**src/rtl/serial_mag_comparator_pkg.sv**
```systemverilog
// Shared types for the serial magnitude comparator: FSM state encoding and
// the one-hot greater/equal/less result record.
package cmp_pkg;

  typedef enum logic [1:0] {
    IDLE = 2'd0,
    SCAN = 2'd1,
    DONE = 2'd2
  } cmp_state_t;

  typedef struct packed {
    logic g;
    logic e;
    logic l;
  } cmp_res_t;

  localparam cmp_res_t RES_NONE  = '{g: 1'b0, e: 1'b0, l: 1'b0};
  localparam cmp_res_t RES_EQUAL = '{g: 1'b0, e: 1'b1, l: 1'b0};

  // Result for a slice known to differ: exactly one of gt/lt is set.
  function automatic cmp_res_t res_from_slice(input logic gt, input logic lt);
    cmp_res_t r;
    r.g = gt;
    r.e = 1'b0;
    r.l = lt;
    return r;
  endfunction

endpackage : cmp_pkg

```
**src/rtl/serial_mag_comparator_slice_cmp.sv**
```systemverilog
// Combinational unsigned compare of one DIGIT-bit slice; gt=lt=0 means equal.
module slice_cmp #(
  parameter int DIGIT = 4
) (
  input  logic [DIGIT-1:0] x,
  input  logic [DIGIT-1:0] y,
  output logic             gt,
  output logic             lt
);

  assign gt = (x > y);
  assign lt = (x < y);

endmodule : slice_cmp

```
**src/rtl/serial_mag_comparator.sv**
```systemverilog
// Multi-cycle magnitude comparator: scans DIGIT-bit slices MSB-first, stops at
// the first differing slice and returns one-hot g/e/l via valid/ready.
module serial_mag_comparator
  import cmp_pkg::*;
#(
  parameter int WIDTH = 16,
  parameter int DIGIT = 4
) (
  input  logic             clk,
  input  logic             rst_n,
  input  logic             in_valid,
  output logic             in_ready,
  input  logic [WIDTH-1:0] a,
  input  logic [WIDTH-1:0] b,
  input  logic             signed_mode,
  output logic             out_valid,
  input  logic             out_ready,
  output logic             g,
  output logic             e,
  output logic             l
);

  localparam int N     = WIDTH / DIGIT;
  localparam int IDX_W = (N > 1) ? $clog2(N) : 1;
  localparam logic [IDX_W-1:0] IDX_TOP = IDX_W'(N - 1);

  generate
    if ((WIDTH % DIGIT) != 0 || WIDTH < DIGIT) begin : g_bad_params
      $error("serial_mag_comparator: WIDTH must be a non-zero multiple of DIGIT");
    end
  endgenerate

  cmp_state_t       state_q, state_d;
  logic [WIDTH-1:0] a_q, a_d;
  logic [WIDTH-1:0] b_q, b_d;
  logic             mode_q, mode_d;
  logic [IDX_W-1:0] idx_q, idx_d;
  cmp_res_t         res_q, res_d;
  logic             out_valid_q, out_valid_d;

  logic [DIGIT-1:0] slice_x, slice_y;
  logic             slice_gt, slice_lt;

  // Slice mux. In signed mode flipping the sign bit maps two's-complement
  // order onto unsigned order; it only matters in the top slice.
  always_comb begin
    // NOTE: every combinational output gets a default first so no path leaves it unassigned (no latch).
    slice_x = '0;
    slice_y = '0;
    for (int i = 0; i < N; i++) begin
      if (idx_q == IDX_W'(i)) begin
        slice_x = a_q[i*DIGIT +: DIGIT];
        slice_y = b_q[i*DIGIT +: DIGIT];
      end
    end
    if (mode_q && (idx_q == IDX_TOP)) begin
      slice_x[DIGIT-1] = ~slice_x[DIGIT-1];
      slice_y[DIGIT-1] = ~slice_y[DIGIT-1];
    end
  end

  slice_cmp #(.DIGIT(DIGIT)) u_slice_cmp (
    .x  (slice_x),
    .y  (slice_y),
    .gt (slice_gt),
    .lt (slice_lt)
  );

  always_comb begin
    state_d     = state_q;
    a_d         = a_q;
    b_d         = b_q;
    mode_d      = mode_q;
    idx_d       = idx_q;
    res_d       = res_q;
    out_valid_d = out_valid_q;

    unique case (state_q)
      IDLE: begin
        if (in_valid) begin
          a_d     = a;
          b_d     = b;
          mode_d  = signed_mode;
          idx_d   = IDX_TOP;
          state_d = SCAN;
        end
      end
      SCAN: begin
        if (slice_gt || slice_lt) begin
          res_d       = res_from_slice(slice_gt, slice_lt);
          out_valid_d = 1'b1;
          state_d     = DONE;
        end else if (idx_q == '0) begin
          res_d       = RES_EQUAL;
          out_valid_d = 1'b1;
          state_d     = DONE;
        end else begin
          idx_d = idx_q - IDX_W'(1);
        end
      end
      DONE: begin
        if (out_ready) begin
          res_d       = RES_NONE;
          out_valid_d = 1'b0;
          state_d     = IDLE;
        end
      end
      default: begin
        state_d     = IDLE;
        res_d       = RES_NONE;
        out_valid_d = 1'b0;
      end
    endcase
  end

  // NOTE: the operand registers are plain flops, not a memory, so they reset to 0 with everything else.
  always_ff @(posedge clk or negedge rst_n) begin
    if (!rst_n) begin
      state_q     <= IDLE;
      a_q         <= '0;
      b_q         <= '0;
      mode_q      <= 1'b0;
      idx_q       <= IDX_TOP;
      res_q       <= RES_NONE;
      out_valid_q <= 1'b0;
    end else begin
      // NOTE: non-blocking assignments so every register samples pre-edge values.
      state_q     <= state_d;
      a_q         <= a_d;
      b_q         <= b_d;
      mode_q      <= mode_d;
      idx_q       <= idx_d;
      res_q       <= res_d;
      out_valid_q <= out_valid_d;
    end
  end

  assign in_ready  = (state_q == IDLE);
  assign out_valid = out_valid_q;
  assign g         = res_q.g;
  assign e         = res_q.e;
  assign l         = res_q.l;

endmodule : serial_mag_comparator
```
**config.mk**
```make
export PLATFORM = sky130hd
export DESIGN_NAME = serial_mag_comparator
export DESIGN_NICKNAME = d
export VERILOG_FILES = /design/src/rtl/serial_mag_comparator_pkg.sv /design/src/rtl/serial_mag_comparator_slice_cmp.sv /design/src/rtl/serial_mag_comparator.sv
export SDC_FILE = /design/constraint.sdc
export NUM_CORES = 1
export LEC_CHECK = 0
export CORE_AREA = 3 3 90 92
export CTS_BUF_LIST = sky130_fd_sc_hd__clkbuf_4
export CTS_CLUSTER_SIZE = 12
export DETAILED_ROUTE_END_ITERATION = 10
export DIE_AREA = 0 0 93 95
export PLACE_DENSITY = 0.56
export SYNTH_ARGS = -nofsm -noshare
export SYNTH_HDL_FRONTEND = slang
export SYNTH_HIERARCHICAL = 1
export SYNTH_SLANG_ARGS = --single-unit
```
**constraint.sdc**
```tcl
create_clock -name clk -period 3.8 [get_ports clk]
set_input_delay 0.95 -clock clk [delete_from_list [all_inputs] [get_ports clk]]
set_output_delay 0.95 -clock clk [all_outputs]
set_load 0.02 [all_outputs]
```
# Word-level counts from Yosys, hierarchy flattened
# Index checks and enable logic that the tools add are counted.
dict set report op_classes {
  n_reduce_logical 9
  magnitude_cmp 2
  n_mux 27
  n_eq_ne 10
  bitwise_logic 3
  add_sub_neg 1
}
# operator n
set ops {}
lappend ops {{4-bit 2-to-1 mux} 8}
lappend ops {{2-bit 2-to-1 mux} 7}
lappend ops {{3-bit 2-to-1 mux} 3}
lappend ops {{3-bit case mux with 3 select lines} 1}
lappend ops {{2-bit inequality test, second input constant} 4}
lappend ops {{2-bit equality test, second input constant} 3}
lappend ops {{2-bit case mux with 3 select lines} 1}
lappend ops {{3-bit AND reduction} 2}
lappend ops {{1-bit 2-to-1 mux} 5}
lappend ops {{2-bit by 1-bit equality test with 1-bit output, second input constant} 2}
lappend ops {{4-bit greater-than comparator} 1}
lappend ops {{2-bit zero test} 2}
lappend ops {{4-bit less-than comparator} 1}
lappend ops {{2-bit case mux with 2 select lines} 1}
lappend ops {{4-bit AND reduction} 1}
lappend ops {{3-bit inequality test, second input constant} 1}
lappend ops {{1-bit inverter} 3}
lappend ops {{1-bit case mux with 3 select lines} 1}
lappend ops {{2-bit AND reduction} 1}
lappend ops {{2-bit nonzero test} 1}
lappend ops {{2-bit by 1-bit subtractor with 2-bit output, second input constant} 1}
lappend ops {{1-bit logical AND} 1}
lappend ops {{1-bit logical OR} 1}
dict set report word_totals {
  ff_bits 41
  word_cells 61
  inputBits 37
  output_inout_bits 5
}

# Logic depth before layout (Yosys ltp)
dict set report depth {
  word_depth 11
  depth_mapped 15
  depth_no_buf 13
}

# Cells and area by module
# The synthesis kept the hierarchy.
# mod area_per_inst_um2 n_inst seq_area_each_um2 cells_per_inst
set by_module_without_submodules {}
lappend by_module_without_submodules {serial_mag_comparator 2084.5 1 1028.5 154}
lappend by_module_without_submodules {slice_cmp 113.9 1 0.0 15}

# Worst setup path after synthesis
# Ideal clock, no wire load.
dict set report synth_timing {
  path_kind {register to register}
  startpoint {register idx_q[1]}
  endpoint {register res_q (netlist bit g)}
  n_path_buf 2
  arrival_time_ns 2.872
  path_stages_with_launch 16
  slack_ns 0.862
  setup_time_ns 0.066
  required_time_ns 3.734
  cell_sequence {dfstp_2 inv_1 ha_1 buf_2 nor2b_1 buf_2 a221oi_1 o31ai_1 inv_1 ha_1 nor2b_4 o21bai_1 a2bb2oi_1 or3_1 o21bai_1 a22o_1}
}
# element line_no
set synth_rtl {}
lappend synth_rtl {{start, declared} serial_mag_comparator.sv:37} ;# logic [IDX_W-1:0] idx_q, idx_d;
lappend synth_rtl {{start signal, assigned} serial_mag_comparator.sv:132} ;# idx_q <= idx_d;
lappend synth_rtl {{2-bit zero test} serial_mag_comparator.sv:51} ;# if (idx_q == IDX_W'(i)) begin
lappend synth_rtl {{4-bit 2-to-1 mux (3 in a row)} serial_mag_comparator.sv:51}
lappend synth_rtl {{4-bit 2-to-1 mux (*)} serial_mag_comparator.sv:51}
lappend synth_rtl {{via slice_y[1]} serial_mag_comparator.sv:41} ;# logic [DIGIT-1:0] slice_x, slice_y;
lappend synth_rtl {{4-bit greater-than comparator (*)} serial_mag_comparator_slice_cmp.sv:11} ;# assign gt = (x > y);
lappend synth_rtl {{via slice_gt} serial_mag_comparator.sv:42} ;# logic slice_gt, slice_lt;
lappend synth_rtl {{1-bit logical OR} serial_mag_comparator.sv:89} ;# if (slice_gt || slice_lt) begin
lappend synth_rtl {{3-bit inequality test (no source line) / 3-bit 2-to-1 mux (equally long branches)} --}
lappend synth_rtl {{3-bit AND reduction (no source line) / 3-bit case mux with 3 select lines (equally long branches)} --}
lappend synth_rtl {{end signal, assigned} serial_mag_comparator.sv:133} ;# res_q <= res_d;
lappend synth_rtl {{end, declared} serial_mag_comparator.sv:38} ;# cmp_res_t res_q, res_d;
# The timed path passes the listed nets; every way through them passes the cells marked *.
# A chain may end at the register's enable or synchronous reset.

# Worst setup path after layout
# Ends and elaborated chain as after synthesis.

==> results.toml <==
[sta]
finalHoldViolations = 0
drv_slew = 0
period_minus_slack_ps = 3300
max_freq_mhz = 303
fin_skew_ps = 12.9
whs_ps = 522
period_share_pct = 86.9
rsz0062_at_grt = "no"
setup_viol = 0
fin_tns_setup_ps = 0
slew_headroom_pct = 40.0
worst_pin_slew_ps = 899

[floorplanning]
ios = 42
die_h_um = 95
start_util_pct = 30.1
num_rows = 31
die_w_um = 93
die_area_um2 = 8840
placeableCoreArea_um2 = 7290

[cts]
clk_pin_slew_ps = 120
clock_latency_ps = 350
cts_buffer_depth = 2
cts_tree = "yes"
post_cts_buffers = 0
htreeDepth = 2
clockRootBuffer = "clkbuf_4"
clock-sinks = 41
cts_buffers = 5

[cells_and_area]
area_delta_synth_final_pct = 22.8
layout.nets = 251
diodes = 0
fillers = 740
drive_gt1_share_pct = 23.7

[worst_setup_path]
rrSetupSlack_ps = 500
critPathArrivalTime_ps = 3590
critPathLaunchType = "flip-flop"
reg2reg_depth = 13
r2r-end = "g$_DFFE_PN0P_"
crit_type = "reg -> reg"
path_max_fanout = 9
r2r-start = "idx_q[1]$_DFFE_PN1P_"
required_ps = 4090
end_kind = "flip-flop"

[yosys]
synth_nets = 214
synth_commonest_cells = "dfrtp_1, mux2_4, nand2_1"
avgSynthCellArea_um2 = 13.0
yosysMostFrequentCell = "dfrtp_1"
synth_seq_cells = 41
yosys.cell_types.count = 36
yosysTopAreaCell = "dfrtp_1"
synth.yosys.seq_area_share_pct = 46.8
yosys-top-cells-area = "dfrtp_1, mux2_4, ha_1, a221oi_1, nor2b_1"
async_flop_share_pct = 100
netlist_area_um2 = 2200
synth_ff_type = "dfrtp_1"
synth_edf_count = 0
netlist_instances = 169
synth_top_area_share_pct = 44.4
yosysWarnings = 6

[drt]
wl_per_cell_um = 14.5
drc = 0
drt_wl_total_um = 4430
dr.first_iter.drc_count = 58
avgViaCountPerCell = 4.50
dr.pass1.iters = 4
dr_total_vias = 1376
ant_nets = 0

[min_path]
holdPathStages = 1
hold_path.class = "reg -> reg"
hold_start = "b_q[12]$_DFFE_PN0P_"
min_to = "b_q[12]$_DFFE_PN0P_"

[global_routing]
track_usage_pct = 11.2
grt.met1_usage_pct = 15.8
grt_overflow = 0
grt_pass1_vias = 1469
grt_max_degree = 42
busiest_layer = "met2"
grt_pass1_wl_um = 7680
met3_usage_pct = 3.19
grt_antenna_before_repair = 0
use_met2_pct = 16.6

[run_status]
status = "completed"

[power_and_ir_drop]
peakVddDrop_mv = 0.490
pwr-share-clk_pct = 11.2
power_frac_seq_pct = 33.6
p_leak_nw = 1.18
p_int_w = 0.00153
power_density_nw_per_um2 = 921
p_sw_w = 0.000951
swShare_pct = 38.2
combPwrFrac_pct = 55.1

[run]
max_cap_viol_count = 0

[placement]
place.gp.congestion = 0.763
port_buffers = 41
dp_hpwl_um = 3180
-- cell families after synthesis --
family | count (synthesis) | share of synthesized area [%]
muxes | 34 | 22.5
adders and majority gates | 8 | 4.55
AOI/OAI and AO/OA | 31 | 10.7
buffers and inverters | 17 | 5.98
DFF | 41 | 46.8
xor gates and xnor gates | 2 | 0.797
and+or+nand+nor | 36 | 8.71
-- layer usage --
| metal | wire [um] | vias to the layer above | part of all wire, % |
|---|---|---|---|
| li1 | - | 674 | - |
| met1 | 2180 | 661 | 49 |
| met2 | 1980 | 36 | 45 |
| met3 | 207 | 5 | 4.7 |
| met4 | 52 | 0 | 1.2 |
| met5 | 0 | - | 0 |
-- metrics by stage --
stage / setup slack [ps] / power (W) / instances / util, % / cell area (um^2)
final: 499 / 0.00249 / 306 / 37.0 / 2700
after global routing: 164 / 0.00273 / 306 / 37.0 / 2700
after CTS: 345 / 0.00251 / 306 / 37.0 / 2700
after detailed placement: 364 / 0.00222 / 298 / 35.9 / 2620
after global placement: 540 / 0.00221 / 298 / 35.9 / 2620
after floorplan: 862 / 0.00195 / 169 / - / 2200
-- worst max-delay path, stage by stage (launching register included) --
cell and delay [ps]:
dfstp_2 580, inv_1 70, ha_1 300, nor2b_2 340, a221oi_1 130, o31ai_1 260, inv_1 70, ha_1 300
nor2b_4 120, o21bai_1 150, a2bb2oi_1 140, or3_1 430, o21bai_1 200, a22o_1 150
-- flip-flops by register name (all words and copies together) (netlist names) --
name	count
a_q	16
b_q	16
e	1
g	1
idx_q	2
l	1
mode_q	1
out_valid	1
state_q	2
-- what timing repair did --
item                       4_1_cts  5_1_grt
hold buffers                     0        0
resized for setup                0        1
setup endpoints to repair        0        6
-- cell usage in the layout, fill, tap and decap left out, drive strengths merged, types with 2 or more instances in the layout --
| cell | count |
|---|---|
| ha | 8 |
| dfrtp | 39 |
| a22o | 2 |
| o21bai | 2 |
| clkdlybuf4s50 | 40 |
| o31ai | 8 |
| mux2 | 33 |
| a221oi | 8 |
| nand2 | 13 |
| nor3 | 2 |
| nor2 | 4 |
| clkbuf | 5 |
| o21ai | 2 |
| dfstp | 2 |
| inv | 6 |
| nor2b | 11 |
| a21oi | 4 |
| xor2 | 2 |
| and2 | 2 |
-- power by group through the flow --
stage	Sequential, W	Combinational [W]	Clock, W
3_5_place_dp	0.000846	0.00137	0
3_3_place_gp	0.000852	0.00136	0
6_report	0.000836	0.00137	0.000280
2_1_floorplan	0.000783	0.00117	0
4_1_cts	0.000841	0.00138	0.000290
5_1_grt	0.000870	0.00155	0.000311
-- worst max path at each step --
stage | from | slack (ps) | cells after the start | endpoint
4_1_cts | idx_q[1]$_DFFE_PN1P_ | 340 | 13 | idx_q[1]$_DFFE_PN1P_
6_report | idx_q[1]$_DFFE_PN1P_ | 500 | 13 | g$_DFFE_PN0P_
3_3_place_gp | idx_q[1]$_DFFE_PN1P_ | 540 | 13 | g$_DFFE_PN0P_
3_5_place_dp | idx_q[1]$_DFFE_PN1P_ | 360 | 12 | g$_DFFE_PN0P_
5_1_grt | idx_q[1]$_DFFE_PN1P_ | 160 | 13 | l$_DFFE_PN0P_
2_1_floorplan | idx_q[1]$_DFFE_PN1P_ | 860 | 15 | g$_DFFE_PN0P_
-- area by class of cell --
type	instances	area (um^2)	area share, %
multi-input cells	111	1040	38.6
flip-flops and latches	41	1030	38.1
repair buffers	41	405	15.0
well taps	99	124	4.59
clock inverters	3	41.3	1.53
clock buffers	5	37.5	1.39
inverters	6	22.5	0.834
(Power assumes the default switching activity.)
